### src/rtl/running_light_pkg.sv
// Shared definitions for the running-light monitor: mode codes, FSM states,
// default stall threshold and LED-pattern classification helpers.
package running_light_pkg;

   typedef enum logic [1:0] {
      MODE_SHL      = 2'd0,
      MODE_SHR      = 2'd1,
      MODE_PINGPONG = 2'd2,
      MODE_BLINK    = 2'd3
   } mode_e;

   typedef enum logic [1:0] {
      ST_IDLE   = 2'd0,
      ST_HUNT   = 2'd1,
      ST_LOCKED = 2'd2
   } state_e;

   localparam int unsigned STALL_MAX_DEFAULT = 32'd50;
   localparam logic [3:0]  CAND_ALL          = 4'b1111;

   function automatic logic is_onehot8(input logic [7:0] y);
      return (y != 8'h00) && ((y & (y - 8'd1)) == 8'h00);
   endfunction

   // Legal running-light frames: one LED lit, all off, or all on.
   function automatic logic is_legal8(input logic [7:0] y);
      return (y == 8'h00) || (y == 8'hFF) || is_onehot8(y);
   endfunction

   function automatic logic is_onehot4(input logic [3:0] c);
      return (c != 4'd0) && ((c & (c - 4'd1)) == 4'd0);
   endfunction

   function automatic logic [1:0] cand_index(input logic [3:0] c);
      logic [1:0] idx;
      idx = 2'd0;
      for (int i = 0; i < 4; i++) begin
         if (c[i]) begin
            idx = 2'(i);
         end
      end
      return idx;
   endfunction

endpackage

### src/rtl/running_light_predict.sv
// Combinational next-frame predictor: from the last accepted frame and the
// ping-pong direction, produce the expected next frame for every mode.
module running_light_predict
   import running_light_pkg::*;
(
   input  logic [7:0]      y_last_i,
   input  logic            dir_up_i,
   output logic [3:0][7:0] pred_o
);

   // Ping-pong reverses at the end LEDs instead of wrapping.
   always_comb begin
      pred_o                = 32'h0000_0000;
      pred_o[MODE_SHL]      = {y_last_i[6:0], y_last_i[7]};
      pred_o[MODE_SHR]      = {y_last_i[0], y_last_i[7:1]};
      pred_o[MODE_BLINK]    = ~y_last_i;
      if (dir_up_i) begin
         pred_o[MODE_PINGPONG] = (y_last_i == 8'h80) ? 8'h40 : {y_last_i[6:0], 1'b0};
      end else begin
         pred_o[MODE_PINGPONG] = (y_last_i == 8'h01) ? 8'h02 : {1'b0, y_last_i[7:1]};
      end
   end

endmodule

### src/rtl/running_light_monitor.sv
// Watches an 8-LED running-light stream, identifies its mode, counts steps,
// flags sequence errors and detects a stalled pattern.
module running_light_monitor
   import running_light_pkg::*;
#(
   parameter int unsigned STALL_MAX = STALL_MAX_DEFAULT
) (
   input  logic        clk,
   input  logic        rst,
   input  logic [7:0]  Y_in,
   output logic [1:0]  mode,
   output logic        mode_valid,
   output logic        err,
   output logic        stall,
   output logic [15:0] step_cnt
);

   localparam logic [15:0] STALL_LIMIT = 16'(STALL_MAX);

   state_e          state_q, state_d;
   logic [7:0]      y_last_q, y_last_d;
   logic [3:0]      cand_q, cand_d;
   logic            dir_up_q, dir_up_d;
   logic            pp_first_q, pp_first_d;
   logic [15:0]     idle_cnt_q, idle_cnt_d;
   logic [1:0]      mode_q, mode_d;
   logic            mode_valid_q, mode_valid_d;
   logic            err_q, err_d;
   logic            stall_q, stall_d;
   logic [15:0]     step_cnt_q, step_cnt_d;

   logic [3:0][7:0] pred_s;
   logic            change_s, legal_s, up_step_s, dn_step_s, pp_first_ok_s;
   logic [3:0]      match_s, hunt_match_s, cand_next_s;

   running_light_predict u_predict (
      .y_last_i (y_last_q),
      .dir_up_i (dir_up_q),
      .pred_o   (pred_s)
   );

   assign change_s  = (Y_in != y_last_q);
   assign legal_s   = is_legal8(Y_in);
   assign up_step_s = is_onehot8(y_last_q) && is_onehot8(Y_in) && (Y_in == {y_last_q[6:0], 1'b0});
   assign dn_step_s = is_onehot8(y_last_q) && is_onehot8(Y_in) && (Y_in == {1'b0, y_last_q[7:1]});
   // A fresh ping-pong candidate survives unless a lit LED jumped somewhere other than a neighbour.
   assign pp_first_ok_s = legal_s && is_legal8(y_last_q) &&
                          (!is_onehot8(y_last_q) || up_step_s || dn_step_s);

   always_comb begin
      for (int m = 0; m < 4; m++) begin
         match_s[m] = legal_s && (Y_in == pred_s[m]);
      end
      hunt_match_s = match_s;
      if (pp_first_q) begin
         hunt_match_s[MODE_PINGPONG] = pp_first_ok_s;
      end else begin
         hunt_match_s[MODE_PINGPONG] = match_s[MODE_PINGPONG];
      end
      cand_next_s = cand_q & hunt_match_s;
   end

   always_comb begin
      if (change_s) begin
         idle_cnt_d = 16'd0;
      end else if (idle_cnt_q == 16'hFFFF) begin
         idle_cnt_d = idle_cnt_q;
      end else begin
         idle_cnt_d = idle_cnt_q + 16'd1;
      end
      stall_d = (idle_cnt_d >= STALL_LIMIT);
   end

   always_comb begin
      state_d      = state_q;
      y_last_d     = y_last_q;
      cand_d       = cand_q;
      pp_first_d   = pp_first_q;
      mode_d       = mode_q;
      mode_valid_d = mode_valid_q;
      err_d        = 1'b0;
      step_cnt_d   = step_cnt_q;
      if ((state_q != ST_IDLE) && change_s && (up_step_s || dn_step_s)) begin
         dir_up_d = up_step_s;
      end else begin
         dir_up_d = dir_up_q;
      end

      case (state_q)
         ST_IDLE: begin
            y_last_d   = Y_in;
            cand_d     = CAND_ALL;
            pp_first_d = 1'b1;
            state_d    = ST_HUNT;
         end
         ST_HUNT: begin
            if (change_s) begin
               y_last_d   = Y_in;
               pp_first_d = 1'b0;
               if (cand_next_s == 4'd0) begin
                  err_d      = 1'b1;
                  cand_d     = CAND_ALL;
                  pp_first_d = 1'b1;
               end else if (is_onehot4(cand_next_s)) begin
                  cand_d       = cand_next_s;
                  state_d      = ST_LOCKED;
                  mode_d       = cand_index(cand_next_s);
                  mode_valid_d = 1'b1;
                  step_cnt_d   = 16'd0;
               end else begin
                  cand_d = cand_next_s;
               end
            end else begin
               cand_d = cand_q;
            end
         end
         ST_LOCKED: begin
            if (change_s) begin
               y_last_d = Y_in;
               if (match_s[mode_q]) begin
                  step_cnt_d = (step_cnt_q == 16'hFFFF) ? step_cnt_q : step_cnt_q + 16'd1;
               end else begin
                  err_d        = 1'b1;
                  mode_valid_d = 1'b0;
                  cand_d       = CAND_ALL;
                  pp_first_d   = 1'b1;
                  state_d      = ST_HUNT;
               end
            end else begin
               y_last_d = y_last_q;
            end
         end
         default: begin
            state_d      = ST_IDLE;
            mode_valid_d = 1'b0;
         end
      endcase
   end

   // State and output registers with synchronous active-low reset.
   always_ff @(posedge clk) begin
      if (!rst) begin
         state_q      <= ST_IDLE;
         y_last_q     <= 8'h00;
         cand_q       <= CAND_ALL;
         dir_up_q     <= 1'b1;
         pp_first_q   <= 1'b1;
         idle_cnt_q   <= 16'd0;
         mode_q       <= 2'd0;
         mode_valid_q <= 1'b0;
         err_q        <= 1'b0;
         stall_q      <= 1'b0;
         step_cnt_q   <= 16'd0;
      end else begin
         state_q      <= state_d;
         y_last_q     <= y_last_d;
         cand_q       <= cand_d;
         dir_up_q     <= dir_up_d;
         pp_first_q   <= pp_first_d;
         idle_cnt_q   <= idle_cnt_d;
         mode_q       <= mode_d;
         mode_valid_q <= mode_valid_d;
         err_q        <= err_d;
         stall_q      <= stall_d;
         step_cnt_q   <= step_cnt_d;
      end
   end

   assign mode       = mode_q;
   assign mode_valid = mode_valid_q;
   assign err        = err_q;
   assign stall      = stall_q;
   assign step_cnt   = step_cnt_q;

endmodule

### config.mk
export PLATFORM = sky130hd
export DESIGN_NAME = running_light_monitor
export DESIGN_NICKNAME = d
export VERILOG_FILES = /design/src/rtl/running_light_pkg.sv /design/src/rtl/running_light_predict.sv /design/src/rtl/running_light_monitor.sv
export SDC_FILE = /design/constraint.sdc
export NUM_CORES = 1
export LEC_CHECK = 0
export ABC_AREA = 1
export ABC_CLOCK_PERIOD_IN_PS = 2900
export BUFFER_PORTS_ARGS = -buffer_cell sky130_fd_sc_hd__buf_2
export CELL_PAD_IN_SITES_DETAIL_PLACEMENT = 0
export CELL_PAD_IN_SITES_GLOBAL_PLACEMENT = 1
export CORE_MARGIN = 5
export CORE_UTILIZATION = 43
export CTS_BUF_LIST = sky130_fd_sc_hd__clkbuf_16
export DETAILED_ROUTE_END_ITERATION = 16
export PLACE_DENSITY = 0.78
export SYNTH_ARGS = -nofsm -noshare
export SYNTH_HDL_FRONTEND = slang
export SYNTH_SLANG_ARGS = --single-unit
### constraint.sdc
create_clock -name clk -period 2.9 [get_ports clk]
set_input_delay 0 -clock clk [delete_from_list [all_inputs] [get_ports clk]]
set_output_delay 0 -clock clk [all_outputs]
set_load 0.01 [all_outputs]
==> load_flow_metrics.sql <==
INSERT INTO impl_metrics (metric_group, metric, value, unit) VALUES
('status', 'status', 'complete, no violations', ''),
('cts', 'clock_path_buffers', '2', ''),
('sta', 'timing.final.crit_share', '89.0', '%'),
('sta', 'tightestPinTransition', '1.01', 'ns'),
('pwr', 'powerDensity', '663', 'mW/mm2'),
('cts', 'tritoncts_num_sinks', '53', ''),
('worst_hold_path', 'worstHoldPathCells', '3', ''),
('logic_synthesis', 'synth.yosys.seq_area_share', '27.7', '%'),
('placed_design', 'detailedPlacementHpwl', '7.28', 'mm'),
('logic_synthesis', 'synth-edff-count', '0', ''),
('critical_path', 'timing.setup.critical_path_class', 'reg -> reg', ''),
('finish', 'finish.net_count', '649', ''),
('sta', 'clock_period_minus_final_worst_setup_slack', '2.58', 'ns'),
('global_route', 'first_global_vias', '3423', ''),
('placed_design', 'io_buffer_count', '30', ''),
('logic_synthesis', 'syn_nets', '632', ''),
('cts', 'clock_root_cell', 'clkbuf_16', ''),
('finish', 'finalCoreUtilization', '47.4', '%'),
('die', 'die_height', '104', 'um'),
('global_route', 'grt_pass1_wl', '16.0', 'mm'),
('global_route', 'grt-ovfl-total', '0', ''),
('sta', 'final_number_of_max_transition_violations', '0', ''),
('routing', 'wl_per_cell', '12.6', 'um'),
('sta', 'hold_violations', '0', ''),
('job', 'max_cap_viol_count', '0', ''),
('logic_synthesis', 'postSynthRegisterBits', '53', ''),
('routing', 'detail_route.drc_violations', '0', ''),
('global_route', 'antenna_found_initial', '0', ''),
('die', 'rows', '34', ''),
('placed_design', 'globalplace.congestion', '0.841', ''),
('routing', 'viasPerCell', '5.06', ''),
('sta', 'fin_tns_setup', '0', 'ns'),
('logic_synthesis', 'synth_area_per_inst', '6.22', 'um2'),
('global_route', 'largest_net_degree_at_the_start_of_global_routing', '25', ''),
('sta', 'timing.hold.ws', '0.0497', 'ns'),
('critical_path', 'crit_path_start_kind', 'register', ''),
('critical_path', 'regToRegSetupSlack', '0.32', 'ns'),
('critical_path', 'worst_flop_to_flop_path_startpoint', 'y_last_q[6]', ''),
('finish', 'flow.area_growth_from_synthesis', '8.04', '%'),
('logic_synthesis', 'yosysWarningCount', '0', ''),
('die', 'area_of_the_placeable_core', '0.00872', 'mm2'),
('sta', 'finalClockSkew', '0.00669', 'ns'),
('logic_synthesis', 'postSynthCellCount', '616', ''),
('logic_synthesis', 'synth-async-reset-ratio', '0', '%'),
('pwr', 'cellLeakagePower', '1.85', 'nW'),
('worst_hold_path', 'hold_end', 'y_last_q[2]', ''),
('finish', 'fraction_of_final_layout_cells_sized_beyond_drive_strength_1', '12.8', '%'),
('sta', 'grt_setup_unrepaired', 'no', ''),
('pwr', 'ir_drop', '0.289', 'mV'),
('critical_path', 'slowest_delay', '0.49', 'ns'),
('worst_hold_path', 'start_point_of_the_worst_hold_path', 'Y_in[2]', ''),
('sta', 'setup_violations', '0', ''),
('die', 'start_util', '43.9', '%'),
('cts', 'cts_htree_levels', '2', ''),
('critical_path', 'cp.required', '3.12', 'ns'),
('cts', 'worst_skew_pair.late_latency', '0.29', 'ns'),
('routing', 'first_pass_iters', '4', ''),
('critical_path', 'critical_path.endpoint_type', 'register', ''),
('routing', 'antenna_left', '0', ''),
('die', 'floorplan.die.width', '104', 'um'),
('logic_synthesis', 'synthDistinctLibCells', '40', ''),
('sta', 'fmax', '387', 'MHz'),
('routing', 'vias', '3753', ''),
('critical_path', 'cpMaxStageDelayCell', 'dfxtp_1', ''),
('cts', 'cts_tree', 'done', ''),
('routing', 'route.final.wire_length', '9.34', 'mm'),
('critical_path', 'critical_path_peak_fanout', '18', ''),
('critical_path', 'worstPathCellList', 'inv_1 > nand2_1 > nand3_1 > nor2_1 > nand3_1 > nand2_1 > inv_1 > nor2_1 > nand3_1 > nand2_2 > nand4_1 > nand2_1 > nand3_4 > nand3_4 > nand2_2 > a21oi_1', ''),
('die', 'die_area', '0.0109', 'mm2'),
('worst_hold_path', 'hold_class', 'in -> reg', ''),
('critical_path', 'worstPathArrival', '2.80', 'ns'),
('critical_path', 'crit-reg2reg-capture', 'step_cnt[10]', ''),
('die', 'boundaryPins', '31', ''),
('finish', 'antenna-diode-count', '0', ''),
('routing', 'drt_iter0_markers', '158', ''),
('critical_path', 'reg2reg_depth', '16', ''),
('global_route', 'grtUsageTotal', '17.1', '%'),
('cts', 'numCtsBuffers', '5', ''),
('sta', 'slew_headroom', '32.2', '%'),
('logic_synthesis', 'yosys_most_used_dff', 'dfxtp_1', ''),
('cts', 'path_clk_slew', '0.07', 'ns'),
('logic_synthesis', 'synthesis.area', '0.00383', 'mm2');
## worst max path at each step
stage / startpoint / to / slack (ns) / depth (start not counted)
after floorplan: step_cnt[0] / step_cnt[5] / 0.73 / 16
after global placement: y_last_q[5] / step_cnt[10] / 0.29 / 17
after detailed placement: y_last_q[5] / step_cnt[10] / 0.26 / 17
after CTS: y_last_q[5] / step_cnt[10] / 0.26 / 17
after global routing: y_last_q[6] / step_cnt[11] / 0.008 / 19
final: y_last_q[6] / step_cnt[10] / 0.32 / 16
## power by group
part	switching, mW	internal (mW)
Clock	0.283	0.320
Combinational	0.775	0.395
Sequential	0.141	0.829
## area by class of cell
cell class | count | area [um2]
fill | 917 | 4580
timing repair buffer | 33 | 173
multi-input combinational | 447 | 2270
inverter | 93 | 349
sequential | 53 | 1060
clock buffer | 5 | 125
tap | 108 | 135
clock inverter | 3 | 22.5
## cells by family (layout without fill, tap and decap cells)
kind of cell | count (synthesis) | after routing | share of synthesized area [%]
compound gates | 69 | 69 | 9.83
xor+xnor | 16 | 16 | 3.66
fa+ha+maj | 6 | 6 | 1.96
buf+inv | 116 | 134 | 13.0
flops | 53 | 53 | 27.7
simple gates | 356 | 356 | 43.8
## repair_timing
action | CTS | global route
hold buffers | 0 | 0
resized for setup | 0 | 2
setup endpoints to repair | 0 | 12
endpoints found under the hold margin | 0 | 0
buffers inserted | 0 | 0
## per-stage QoR
step / area, um2 / instances / setup slack, ns / total power, mW
after CTS: 4140 / 742 / 0.259 / 2.77
after floorplan: 3830 / 616 / 0.727 / 1.93
after global routing: 4140 / 742 / 0.00781 / 2.98
final: 4140 / 742 / 0.319 / 2.74
after detailed placement: 3990 / 734 / 0.263 / 2.15
after global placement: 3990 / 734 / 0.292 / 2.15
## cells in the mapped netlist, types with 2 or more instances
| library cell | instances | area share, % |
|---|---|---|
| nand3_4 | 2 | 0.91 |
| buf_4 | 6 | 1.2 |
| nand2_1 | 153 | 15 |
| nand3_2 | 4 | 1.0 |
| inv_1 | 85 | 8.3 |
| xor2_1 | 14 | 3.2 |
| inv_2 | 7 | 0.69 |
| nand3_1 | 49 | 6.4 |
| nor4_1 | 3 | 0.49 |
| nor2_1 | 72 | 7.1 |
| dfxtp_1 | 53 | 28 |
| a21oi_1 | 32 | 4.2 |
| o31ai_1 | 2 | 0.39 |
| buf_6 | 4 | 1.2 |
| nor2_4 | 3 | 0.88 |
| buf_2 | 9 | 1.2 |
| ha_1 | 6 | 2.0 |
| clkbuf_1 | 4 | 0.39 |
| o21ai_1 | 4 | 0.52 |
| o21bai_1 | 2 | 0.39 |
| nand4_1 | 31 | 5.1 |
| o21ai_0 | 22 | 2.9 |
| nand3b_1 | 3 | 0.59 |
| nor3_1 | 14 | 1.8 |
| xnor2_1 | 2 | 0.46 |
| nand2_4 | 3 | 0.88 |
| o211ai_1 | 2 | 0.39 |
| nor2_2 | 5 | 0.82 |
| nand2_2 | 9 | 1.5 |
## worst max-delay path: cells and delay by family (launching register included)
kind / cells / cell delay [ns]
AOI/OAI and AO/OA: 1 / 0.19
buffers and inverters: 2 / 0.16
and+or+nand+nor: 13 / 1.67
DFF: 1 / 0.49
## layout by cell type, fill, tap and decap left out, types with 9 or more instances in the layout
cell type,instances
nand2_2,9
dfxtp_1,51
o21ai_0,22
nor3_1,14
inv_1,85
a21oi_1,32
buf_2,30
xor2_1,14
nand3_1,49
nand2_1,153
nor2_1,72
nand4_1,31
## routing by layer
metal	global-route usage, %	wire length, um	vias to the layer above
li1	-	-	2009
met1	24.0	4700	1675
met2	27.4	4260	63
met3	2.86	312	6
met4	3.61	68	0
met5	0	0	-
## sequential cells by signal, indices dropped and copies added, names as in the netlist, 2 cells and up
register    cells
state_q         2
cand_q          4
idle_cnt_q     16
y_last_q        8
mode            2
step_cnt       16
(Power assumes the default switching activity.)
